--- src/rtl/pc_pkg.sv ---
// rtl/pc_pkg.sv - shared constants, log2 helper and next-PC select type for the PC unit
package pc_pkg;

    localparam int          DEF_WIDTH        = 32;
    localparam int          DEF_INC          = 4;
    localparam logic [31:0] DEF_RESET_VECTOR = 32'h0000_0000;
    localparam logic [31:0] DEF_EXC_VECTOR   = 32'h0000_0180;

    // Exact log2 for the power-of-two increment; result is the number of alignment bits.
    function automatic int log2_inc(input int inc);
        int r;
        r = 0;
        for (int i = 0; i < 31; i++) begin
            if ((1 << i) == inc) begin
                r = i;
            end
        end
        return r;
    endfunction

    typedef enum logic [2:0] {
        SEL_RESET,
        SEL_EXC,
        SEL_JUMP,
        SEL_BRANCH,
        SEL_PENDING,
        SEL_HOLD,
        SEL_INC
    } pc_sel_e;

endpackage

--- src/rtl/pc_incrementor.sv ---
// rtl/pc_incrementor.sv - WIDTH-bit constant adder producing PC + INC, carry discarded
module pc_incrementor #(
    parameter int WIDTH = 32,
    parameter int INC   = 4
) (
    input  logic [WIDTH-1:0] pc_i,
    output logic [WIDTH-1:0] sum_o
);

    assign sum_o = pc_i + WIDTH'(INC);

endmodule

--- src/rtl/pc_unit.sv ---
// rtl/pc_unit.sv - program counter with priority next-PC select and a one-entry redirect queue
module pc_unit
    import pc_pkg::*;
#(
    parameter int               WIDTH        = DEF_WIDTH,
    parameter int               INC          = DEF_INC,
    parameter logic [WIDTH-1:0] RESET_VECTOR = WIDTH'(DEF_RESET_VECTOR),
    parameter logic [WIDTH-1:0] EXC_VECTOR   = WIDTH'(DEF_EXC_VECTOR)
) (
    input  logic             Clk,
    input  logic             Reset,
    input  logic             Stall,
    input  logic             Exception,
    input  logic             Jump,
    input  logic [WIDTH-1:0] JumpTarget,
    input  logic             BranchTaken,
    input  logic [WIDTH-1:0] BranchTarget,
    output logic [WIDTH-1:0] PC,
    output logic [WIDTH-1:0] PCAddResult,
    output logic             RedirectPending,
    output logic             MisalignErr
);

    localparam int               ALIGN_BITS = log2_inc(INC);
    localparam logic [WIDTH-1:0] LOW_MASK   = WIDTH'((64'd1 << ALIGN_BITS) - 64'd1);

    logic [WIDTH-1:0] pc_q, pc_d;
    logic [WIDTH-1:0] pend_tgt_q, pend_tgt_d;
    logic             pend_q, pend_d;
    logic             mis_q, mis_d;
    logic [WIDTH-1:0] req_tgt, req_aligned;
    logic             req_valid;
    pc_sel_e          sel;

    pc_incrementor #(.WIDTH(WIDTH), .INC(INC)) u_inc (
        .pc_i  (pc_q),
        .sum_o (PCAddResult)
    );

    assign req_valid   = Jump | BranchTaken;
    assign req_tgt     = Jump ? JumpTarget : BranchTarget;
    assign req_aligned = req_tgt & ~LOW_MASK;

    always_comb begin
        sel = SEL_INC;
        if (Exception) begin
            sel = SEL_EXC;
        end else if (Stall) begin
            sel = SEL_HOLD;
        end else if (Jump) begin
            sel = SEL_JUMP;
        end else if (BranchTaken) begin
            sel = SEL_BRANCH;
        end else if (pend_q) begin
            sel = SEL_PENDING;
        end
    end

    always_comb begin
        pc_d       = PCAddResult;
        pend_d     = pend_q;
        pend_tgt_d = pend_tgt_q;
        // A target is accepted whether it goes straight to PC or into the queue.
        mis_d      = !Exception && req_valid && ((req_tgt & LOW_MASK) != '0);
        case (sel)
            SEL_RESET:   pc_d = RESET_VECTOR;
            SEL_EXC: begin
                pc_d       = EXC_VECTOR;
                pend_d     = 1'b0;
                pend_tgt_d = '0;
            end
            SEL_HOLD: begin
                pc_d = pc_q;
                if (req_valid) begin
                    pend_d     = 1'b1;
                    pend_tgt_d = req_aligned;
                end
            end
            SEL_JUMP, SEL_BRANCH: begin
                pc_d       = req_aligned;
                pend_d     = 1'b0;
                pend_tgt_d = '0;
            end
            SEL_PENDING: begin
                pc_d   = pend_tgt_q;
                pend_d = 1'b0;
            end
            default:     pc_d = PCAddResult;
        endcase
    end

    always_ff @(posedge Clk or negedge Reset) begin
        if (!Reset) begin
            pc_q       <= RESET_VECTOR;
            pend_q     <= 1'b0;
            pend_tgt_q <= '0;
            mis_q      <= 1'b0;
        end else begin
            pc_q       <= pc_d;
            pend_q     <= pend_d;
            pend_tgt_q <= pend_tgt_d;
            mis_q      <= mis_d;
        end
    end

    assign PC              = pc_q;
    assign RedirectPending = pend_q;
    assign MisalignErr     = mis_q;

endmodule

--- config.mk ---
export PLATFORM = sky130hd
export DESIGN_NAME = pc_unit
export DESIGN_NICKNAME = d
export VERILOG_FILES = /design/src/rtl/pc_pkg.sv /design/src/rtl/pc_incrementor.sv /design/src/rtl/pc_unit.sv
export SDC_FILE = /design/constraint.sdc
export NUM_CORES = 1
export LEC_CHECK = 0
export ABC_AREA = 1
export CAP_MARGIN = 20
export CORE_ASPECT_RATIO = 0.5
export CORE_MARGIN = 2
export CORE_UTILIZATION = 35
export DETAILED_ROUTE_END_ITERATION = 6
export GPL_ROUTABILITY_DRIVEN = 0
export RECOVER_POWER = 25
export SYNTH_ARGS = -nofsm -noshare
export SYNTH_HDL_FRONTEND = slang
export SYNTH_SLANG_ARGS = --single-unit
--- constraint.sdc ---
create_clock -name Clk -period 5.2 [get_ports Clk]
set_clock_uncertainty 0.1 [all_clocks]
set_input_delay 1.04 -clock Clk [delete_from_list [all_inputs] [get_ports Clk]]
set_output_delay 1.04 -clock Clk [all_outputs]
set_load 0.02 [all_outputs]
Word-level counts from Yosys, hierarchy flattened
Index checks and enable logic that the tools add are counted.

word-level totals
  register bits = 66
  input bits = 70
  output and inout port bits = 66

operators by class
  $add $sub $neg = 1
  equality and inequality tests = 6
  muxes and demuxes = 11
  bitwise gates (word level) = 1
  reduce and logical (&&, ||, !) cells = 12

operator list
  cell                                            number
  case mux 32 bit (5 select lines)                1
  two-way mux 32 bit                              2
  case mux 32 bit (2 select lines)                1
  adder 32 x 3 -> 32 bit (second input constant)  1
  nonzero test 32 bit                             1
  two-way mux 3 bit                               4
  == test 3 x 2 -> 1 bit (second input constant)  2
  == test 3 bit (second input constant)           2
  AND reduction 2 bit                             2
  nonzero test 2 bit                              2
  OR reduction 4 bit                              1
  == test 3 x 1 -> 1 bit (second input constant)  1
  logical NOT 3 bit                               1
  OR reduction 3 bit                              1
  logical AND 1 bit                               2
  two-way mux 2 bit                               1
  != test 2 bit (second input constant)           1
  case mux 1 bit (2 select lines)                 1
  OR reduction 2 bit                              1
  logical NOT 1 bit                               1
  two-way mux 1 bit                               1
  OR 1 bit                                        1

Depth between registers and ports, before layout
Gate-level depths: netlist of run 1.

  depth in word-level cells = 9
  depth in mapped cells = 10
  mapped depth without buffers = 10

Hierarchy
A second synthesis of run 1 with hierarchy kept.

unflattened totals
  cell total of the unflattened synthesis = 729
  area total of the unflattened synthesis = 4621.9 µm²

by module, submodules not included
  module          times used  cells each  area each (µm²)
  pc_unit         1           552         3712.3
  pc_incrementor  1           177         909.6

Least setup slack after synthesis of run 1
No wires, ideal clock.

  kind = register -> output
  start point = register pc_q[2] (netlist: PC[2])
  end point = output port PCAddResult[22]
  arrival = 1.645 ns
  setup slack = 2.415 ns
  stages on the path, launching flop included = 7
  buffers on the path = 0
  cell sequence = dfrtp_1 -> ha_1 -> nand3_2 -> nor2_4 -> nand3_2 -> o21bai_1 -> and2_1

on the way
  cells in the longest elaborated chain, start to end = 1

ends and longest elaborated chain
  what                      line                  text
  start: declaration        pc_unit.sv:27         logic [WIDTH-1:0] pc_q, pc_d;
  start signal: assignment  pc_unit.sv:99         pc_q <= pc_d;
  adder 32 x 3 -> 32 bit    pc_incrementor.sv:10  assign sum_o = pc_i + WIDTH'(INC);
  end: declaration          pc_unit.sv:19         output logic [WIDTH-1:0] PCAddResult,

No other way between the ends.

Worst setup path in the final report of run 1
Ends and elaborated chain as after synthesis.

==> flow_summary.json, run 1 <==
{
  "drive_gt1_frac": 0.0839,
  "power_leakage_nw": 2.56,
  "port_buffers": 131,
  "critPathSlowestCell": "clkdlybuf4s50_1",
  "synth_edf_count": 0,
  "switching_power_mw": 0.548,
  "synthAdderAreaFrac": 0.00296,
  "crit_arrival_ns": 2.64,
  "tritoncts": "yes",
  "power_per_cell_area_nw_per_um2": 292,
  "cp_max_fo": 6,
  "fp.dieH_um": 81.7,
  "synth_top_family_by_area": "simple AND/OR/NAND/NOR gates",
  "cts_buffer_depth": 2,
  "muxShareOfSynthArea": 0.0331,
  "synth-xor-area-share": 0.0417,
  "hold_viol": 0,
  "clkSlewWorstSetupHoldPaths_ns": 0.05,
  "insertion_delay_ns": 0.33,
  "critPathMaxStageDelay_ns": 0.61,
  "n_antenna_cell": 0,
  "io_pins": 136,
  "synthTopCellsByArea": "dfrtp_1, nand2_1, nor2_1",
  "grt_pass1_wl_mm": 21.2,
  "grt_usage": 0.209,
  "crit_chain": "ha_1 -> nand3_2 -> nor2_4 -> nand3_2 -> o21bai_1 -> and2_1 -> clkdlybuf4s50_1",
  "first_pass_iters": 5,
  "dp_cells": 876,
  "avgSynthCellArea_um2": 7.04,
  "reg2reg_from": "RedirectPending",
  "yosys.area_share.simple": 0.345,
  "clockRootBuffer": "clkbuf_16",
  "fp.dieW_um": 159,
  "die-area_um2": 13000,
  "fin_cells": 892,
  "cts_buffers": 9,
  "max-slew-margin-rel": 0.390,
  "period_needed_ns": 3.78,
  "crit_path_start_kind": "flip-flop",
  "timing.critical_path.from": "PC[2]",
  "grt_max_degree": 63,
  "cp_top_family": "simple AND/OR/NAND/NOR gates",
  "vias": 4371,
  "p_sw_frac": 0.315,
  "yosysTopAreaCell": "dfrtp_1",
  "setup_violations": 0,
  "h-tree-depth": 3,
  "nFillCells": 1187,
  "power_frac_seq": 0.336,
  "yosys_warnings": 0,
  "crit_path_end_kind": "output port",
  "wirelength_mm": 13.3,
  "core_area_um2": 11800,
  "syn_area_um2": 4230,
  "clock-sinks": 62,
  "ys.flop_type": "dfrtp_1",
  "async_reset_ff_frac": 1.00,
  "status": "finished clean",
  "drt-vias-per-instance": 4.90,
  "drc": 0,
  "nets": 793,
  "ant_nets": 0,
  "combPwrFrac": 0.285,
  "intPower_mw": 1.19,
  "grt_pass1_vias": 3934,
  "rsz0062_at_grt": "no",
  "finalCritPeriodShare": 0.727,
  "ys_seq_area_frac": 0.367,
  "wl_per_cell_um": 14.9,
  "hpwl_mm": 10.1,
  "antenna_found_initial": 0,
  "fin_tns_setup_ns": 0,
  "timing.critical_path.mode_cell": "nand3_2",
  "path_buf_inv": 1,
  "start_util": 0.358,
  "maxCapViolations": 0,
  "seq_area_um2": 1550,
  "post-place-ws_ns": 1.71,
  "rows": 28,
  "min_from": "pend_tgt_q[4]",
  "cts_resized": 0,
  "synth_compound_area_frac": 0.127,
  "synthDistinctLibCells": 37,
  "power_frac_clock": 0.379,
  "synthCells": 601,
  "final_util": 0.505,
  "postCtsSetupRepairBufs": 0,
  "drv_slew": 0,
  "path_class": "flip-flop to output port",
  "syn2layout_area_growth_pct": 41.0,
  "worst_slew_pin_slew_ns": 0.913,
  "vdd_drop_max_v": 0.000139,
  "synth_top_area_frac": 0.367,
  "ys_ff_latch": 62,
  "cts_hold_buf": 0,
  "drtIter0Drc": 331,
  "worst_slack_ns": 1.42,
  "crit_required_ns": 4.06,
  "hp-class": "flip-flop to flip-flop",
  "multi_input_area_um2": 2340,
  "max_freq_mhz": 265,
  "gr-total-overflow": 0
}
-- power groups by stage --
stage               combinational [mW]  clock (mW)  sequential, mW
floorplan                        0.224           0           0.615
CTS                              0.499       0.674           0.585
global placement                 0.494           0           0.592
detailed placement               0.497           0           0.593
global route                     0.538       0.702           0.592
finish                           0.497       0.661           0.585
-- registers in the layout (all words and copies together) (netlist names) --
| register | count |
|---|---|
| PC | 30 |
| pend_tgt_q | 30 |
| MisalignErr | 1 |
| RedirectPending | 1 |
-- per-stage QoR --
| step | hold WS (ns) | instance area (µm²) | power [mW] |
|---|---|---|---|
| finish | 0.414 | 5960 | 1.74 |
| global route | 0.431 | 5960 | 1.83 |
| CTS | 0.414 | 5960 | 1.76 |
| detailed placement | 0.396 | 5630 | 1.09 |
| global placement | 0.396 | 5630 | 1.09 |
| floorplan | 0.379 | 4240 | 0.840 |
-- cells in the final DEF, fill, tap and decap left out, drive strengths merged --
cell	instances
a21oi	34
a22oi	3
a31oi	5
and2	5
buf	5
bufinv	2
clkbuf	11
clkdlybuf4s50	129
clkinv	3
clkinvlp	1
conb	4
dfrtp	62
ha	1
inv	54
mux2i	14
nand2	171
nand3	39
nand3b	1
nor2	107
nor3	3
o211ai	2
o21ai	36
o21bai	2
o22ai	16
or2	2
xnor2	4
xor2	11
-- layer usage --
metal  global-route usage  part of all wire  wire [µm]  vias up
li1                     -                 -          -     2163
met1                0.307              0.50       6580     2053
met2                0.318              0.43       5730      146
met3               0.0480             0.064        842        9
met4               0.0382            0.0071         94        0
met5                    0                 0          0        -
-- kinds of logic (layout without fill, tap and decap cells) --
group | count (synthesis) | count (layout)
compound gates | 98 | 98
xor+xnor | 15 | 15
fa+ha+maj | 1 | 1
buf+inv | 82 | 205
flops | 62 | 62
mux | 14 | 14
other cells | 1 | 4
simple gates | 328 | 328
-- final timing paths --
path	cells after the start	to	slack, ns
max	7	PCAddResult[22]	1.42
min	2	pend_tgt_q[4]	0.41
max reg2reg	6	PC[7]	3.11
min reg2reg	2	pend_tgt_q[4]	0.41
max in group asynchronous	2	pend_tgt_q[23]	3.66
min in group asynchronous	2	pend_tgt_q[5]	0.78
-- tightest hold or removal path, stage by stage (launching register included) --
cell     delay [ns]
dfrtp_1        0.34
nand3_1        0.08
nand2_1        0.06
-- Yosys cell counts (6+ instances only) --
cell type,number
nor2_4,10
mux2i_1,14
o21ai_0,36
o22ai_1,16
nand2_2,10
clkbuf_1,10
a21oi_1,34
inv_1,53
buf_4,7
nand2_1,160
xor2_1,6
nor2_1,92
dfrtp_1,62
nand3_1,35
-- final cells by class --
cell class	instances	area share
clock inverter	5	0.0136
multi-input combinational	460	0.393
tap	165	0.0346
sequential	62	0.260
clock buffer	11	0.0424
inverter	55	0.0346
timing repair buffer	134	0.222
No activity file was read; power rests on OpenSTA's default activity.
==> run 2, diff against run 1 <==
--- a/config.mk
+++ b/config.mk
@@ -12,6 +12,7 @@
 export CORE_UTILIZATION = 35
 export DETAILED_ROUTE_END_ITERATION = 6
 export GPL_ROUTABILITY_DRIVEN = 0
+export PLACE_DENSITY = 0.66
 export RECOVER_POWER = 25
 export SYNTH_ARGS = -nofsm -noshare
 export SYNTH_HDL_FRONTEND = slang
==> constraint.sdc (replaced) <==
create_clock -name Clk -period 3.2 [get_ports Clk]
set_clock_uncertainty 0.1 [all_clocks]
set_input_delay 0.64 -clock Clk [delete_from_list [all_inputs] [get_ports Clk]]
set_output_delay 0.64 -clock Clk [all_outputs]
set_load 0.02 [all_outputs]
==> run 2 against run 1 <==
Effect of this change: clock power grew 43%; global-route usage is essentially flat; flip-flop and latch count is the same; cell count grew 0.78%; combinational power grew 64%; critical endpoint is now PCAddResult[11]; sequential share of layout area is essentially flat; non-clock buffer count grew 7; total power grew 56%; largest power group is now registers; clock-buffer cell count grew 1; final area grew 0.73%; die area is the same; worst hold slack gained 0.014 ns; the flow now finishes with violations (max-capacitance violations, max-slew violations).
==> flow_summary.json, run 2 (synthesized netlist as in run 1, its figures left out) <==
{
  "status": "finished with violations",
  "violations": "max-capacitance violations, max-slew violations",
  "reg2reg_from": "PC[4]",
  "rsz0062_at_grt": "no",
  "rows": 28,
  "drtIter0Drc": 361,
  "min_from": "pend_tgt_q[6]",
  "nets": 800,
  "power_frac_clock": 0.348,
  "core_area_um2": 11800,
  "hold-path-endpoint": "pend_tgt_q[6]",
  "multi_input_area_um2": 2360,
  "clock-sinks": 62,
  "worst_slew_pin_slew_ns": 1.74,
  "hpwl_mm": 10.3,
  "power_frac_seq": 0.352,
  "insertion_delay_ns": 0.33,
  "grt_usage": 0.210,
  "crit_arrival_ns": 2.34,
  "crit_path_end_kind": "output port",
  "mostFrequentLayoutCells": "nand2_1, clkdlybuf4s50_1, nor2_1",
  "hold_path_depth": 2,
  "vias": 4379,
  "n_antenna_cell": 0,
  "grt_pass1_vias": 4077,
  "first_pass_iters": 5,
  "hold_viol": 0,
  "final_common_cell": "nand2_1",
  "finalPower_mw": 2.72,
  "drc": 0,
  "switching_power_mw": 0.892,
  "ant_nets": 0,
  "setup_violations": 0,
  "port_buffers": 131,
  "fp.dieW_um": 159,
  "wl_per_cell_um": 14.8,
  "gr-total-overflow": 0,
  "crit_path_start_kind": "flip-flop",
  "wirelength_mm": 13.3,
  "power_per_cell_area_nw_per_um2": 453,
  "crit_required_ns": 2.46,
  "cts_buffers": 9,
  "path_class": "flip-flop to output port",
  "clockRootBuffer": "clkbuf_16",
  "die-area_um2": 13000,
  "h-tree-depth": 3,
  "drv_slew": 32,
  "grt_pass1_wl_mm": 21.3,
  "io_pins": 136,
  "finalCritPeriodShare": 0.961,
  "nFillCells": 1163,
  "syn2layout_area_growth_pct": 42.0,
  "antenna_found_initial": 0,
  "hp-class": "flip-flop to flip-flop",
  "r2r-end": "PC[11]",
  "power_leakage_nw": 2.58,
  "fin_tns_setup_ns": 0,
  "p_sw_frac": 0.327,
  "grt_max_degree": 53,
  "start_util": 0.358,
  "worstRegToRegCells": 6,
  "max-slew-margin-rel": -0.163,
  "intPower_mw": 1.83,
  "max_freq_mhz": 325,
  "reg2reg_slack_ns": 1.46,
  "cp_max_fo": 7,
  "vdd_drop_max_v": 0.000190,
  "drt-vias-per-instance": 4.87,
  "tritoncts": "yes",
  "drive_gt1_frac": 0.104,
  "cts_buffer_depth": 2,
  "fp.dieH_um": 81.7,
  "period_needed_ns": 3.08,
  "combPwrFrac": 0.300,
  "seq_area_um2": 1560,
  "maxCapViolations": 1,
  "clkSlewWorstSetupHoldPaths_ns": 0.05
}
## run 2: cell count changes in the layout (fill, tap and decap cells not counted), sizes merged
| cell | change |
|---|---|
| clkbuf | +3 |
| clkdlybuf4s50 | -2 |
| bufinv | -1 |
| buf | +5 |
| dlymetal6s2s | +2 |
## run 2: power groups by stage
| stage | Clock (mW) | Sequential [mW] | Combinational (mW) |
|---|---|---|---|
| 2_1_floorplan | 0 | 1.00 | 0.365 |
| 3_3_place_gp | 0 | 0.963 | 0.811 |
| 3_5_place_dp | 0 | 0.965 | 0.816 |
| 4_1_cts | 0.959 | 0.954 | 0.824 |
| 5_1_grt | 0.998 | 0.971 | 0.886 |
| 6_report | 0.947 | 0.959 | 0.817 |
## run 2: cell type report
type | count | share of cell area
Clock inverter | 4 | 0.00792
Multi-Input combinational cell | 460 | 0.392
Inverter | 55 | 0.0344
Tap cell | 165 | 0.0344
Clock buffer | 12 | 0.0394
Sequential cell | 62 | 0.260
Timing Repair Buffer | 141 | 0.231
## run 2: worst max-delay path by stage
stage	startpoint	end
floorplan	PC[2]	PCAddResult[22]
global placement	PC[2]	PCAddResult[22]
detailed placement	PC[2]	PCAddResult[22]
CTS	PC[4]	PCAddResult[11]
global route	PC[2]	PCAddResult[26]
finish	PC[4]	PCAddResult[11]
## run 2: per-stage QoR
stage / cells / instance area (µm²) / utilization / worst slack, ns / hold WS, ns
final: 899 / 6010 / 0.509 / 0.125 / 0.428
after global routing: 899 / 6010 / 0.509 / 0.0214 / 0.454
after CTS: 899 / 6000 / 0.509 / 0.00736 / 0.284
after detailed placement: 883 / 5710 / 0.483 / 0.262 / 0.412
after global placement: 883 / 5710 / 0.483 / 0.337 / 0.407
after floorplan: 604 / 4240 / - / 0.815 / 0.244
## run 2: what timing repair did
action	4_1_cts	5_1_grt
resized for setup	3	12
setup endpoints to repair	3	10
cloned	0	0
setup buffers	0	0
hold buffers	0	0
## run 2: worst max-delay path, stage by stage (launching register included)
cell and delay [ns]:
dfrtp_2 0.47, nand3_2 0.20, nor2_2 0.26, nand2_2 0.14, xor2_1 0.27, clkdlybuf4s50_1 0.66
## run 2: per-layer routing
metal,global-route usage,up-vias,part of all wire
met5,0,-,0
met4,0.0545,0,0.014
met3,0.0525,16,0.079
met2,0.334,154,0.43
met1,0.287,2035,0.48
li1,-,2174,-
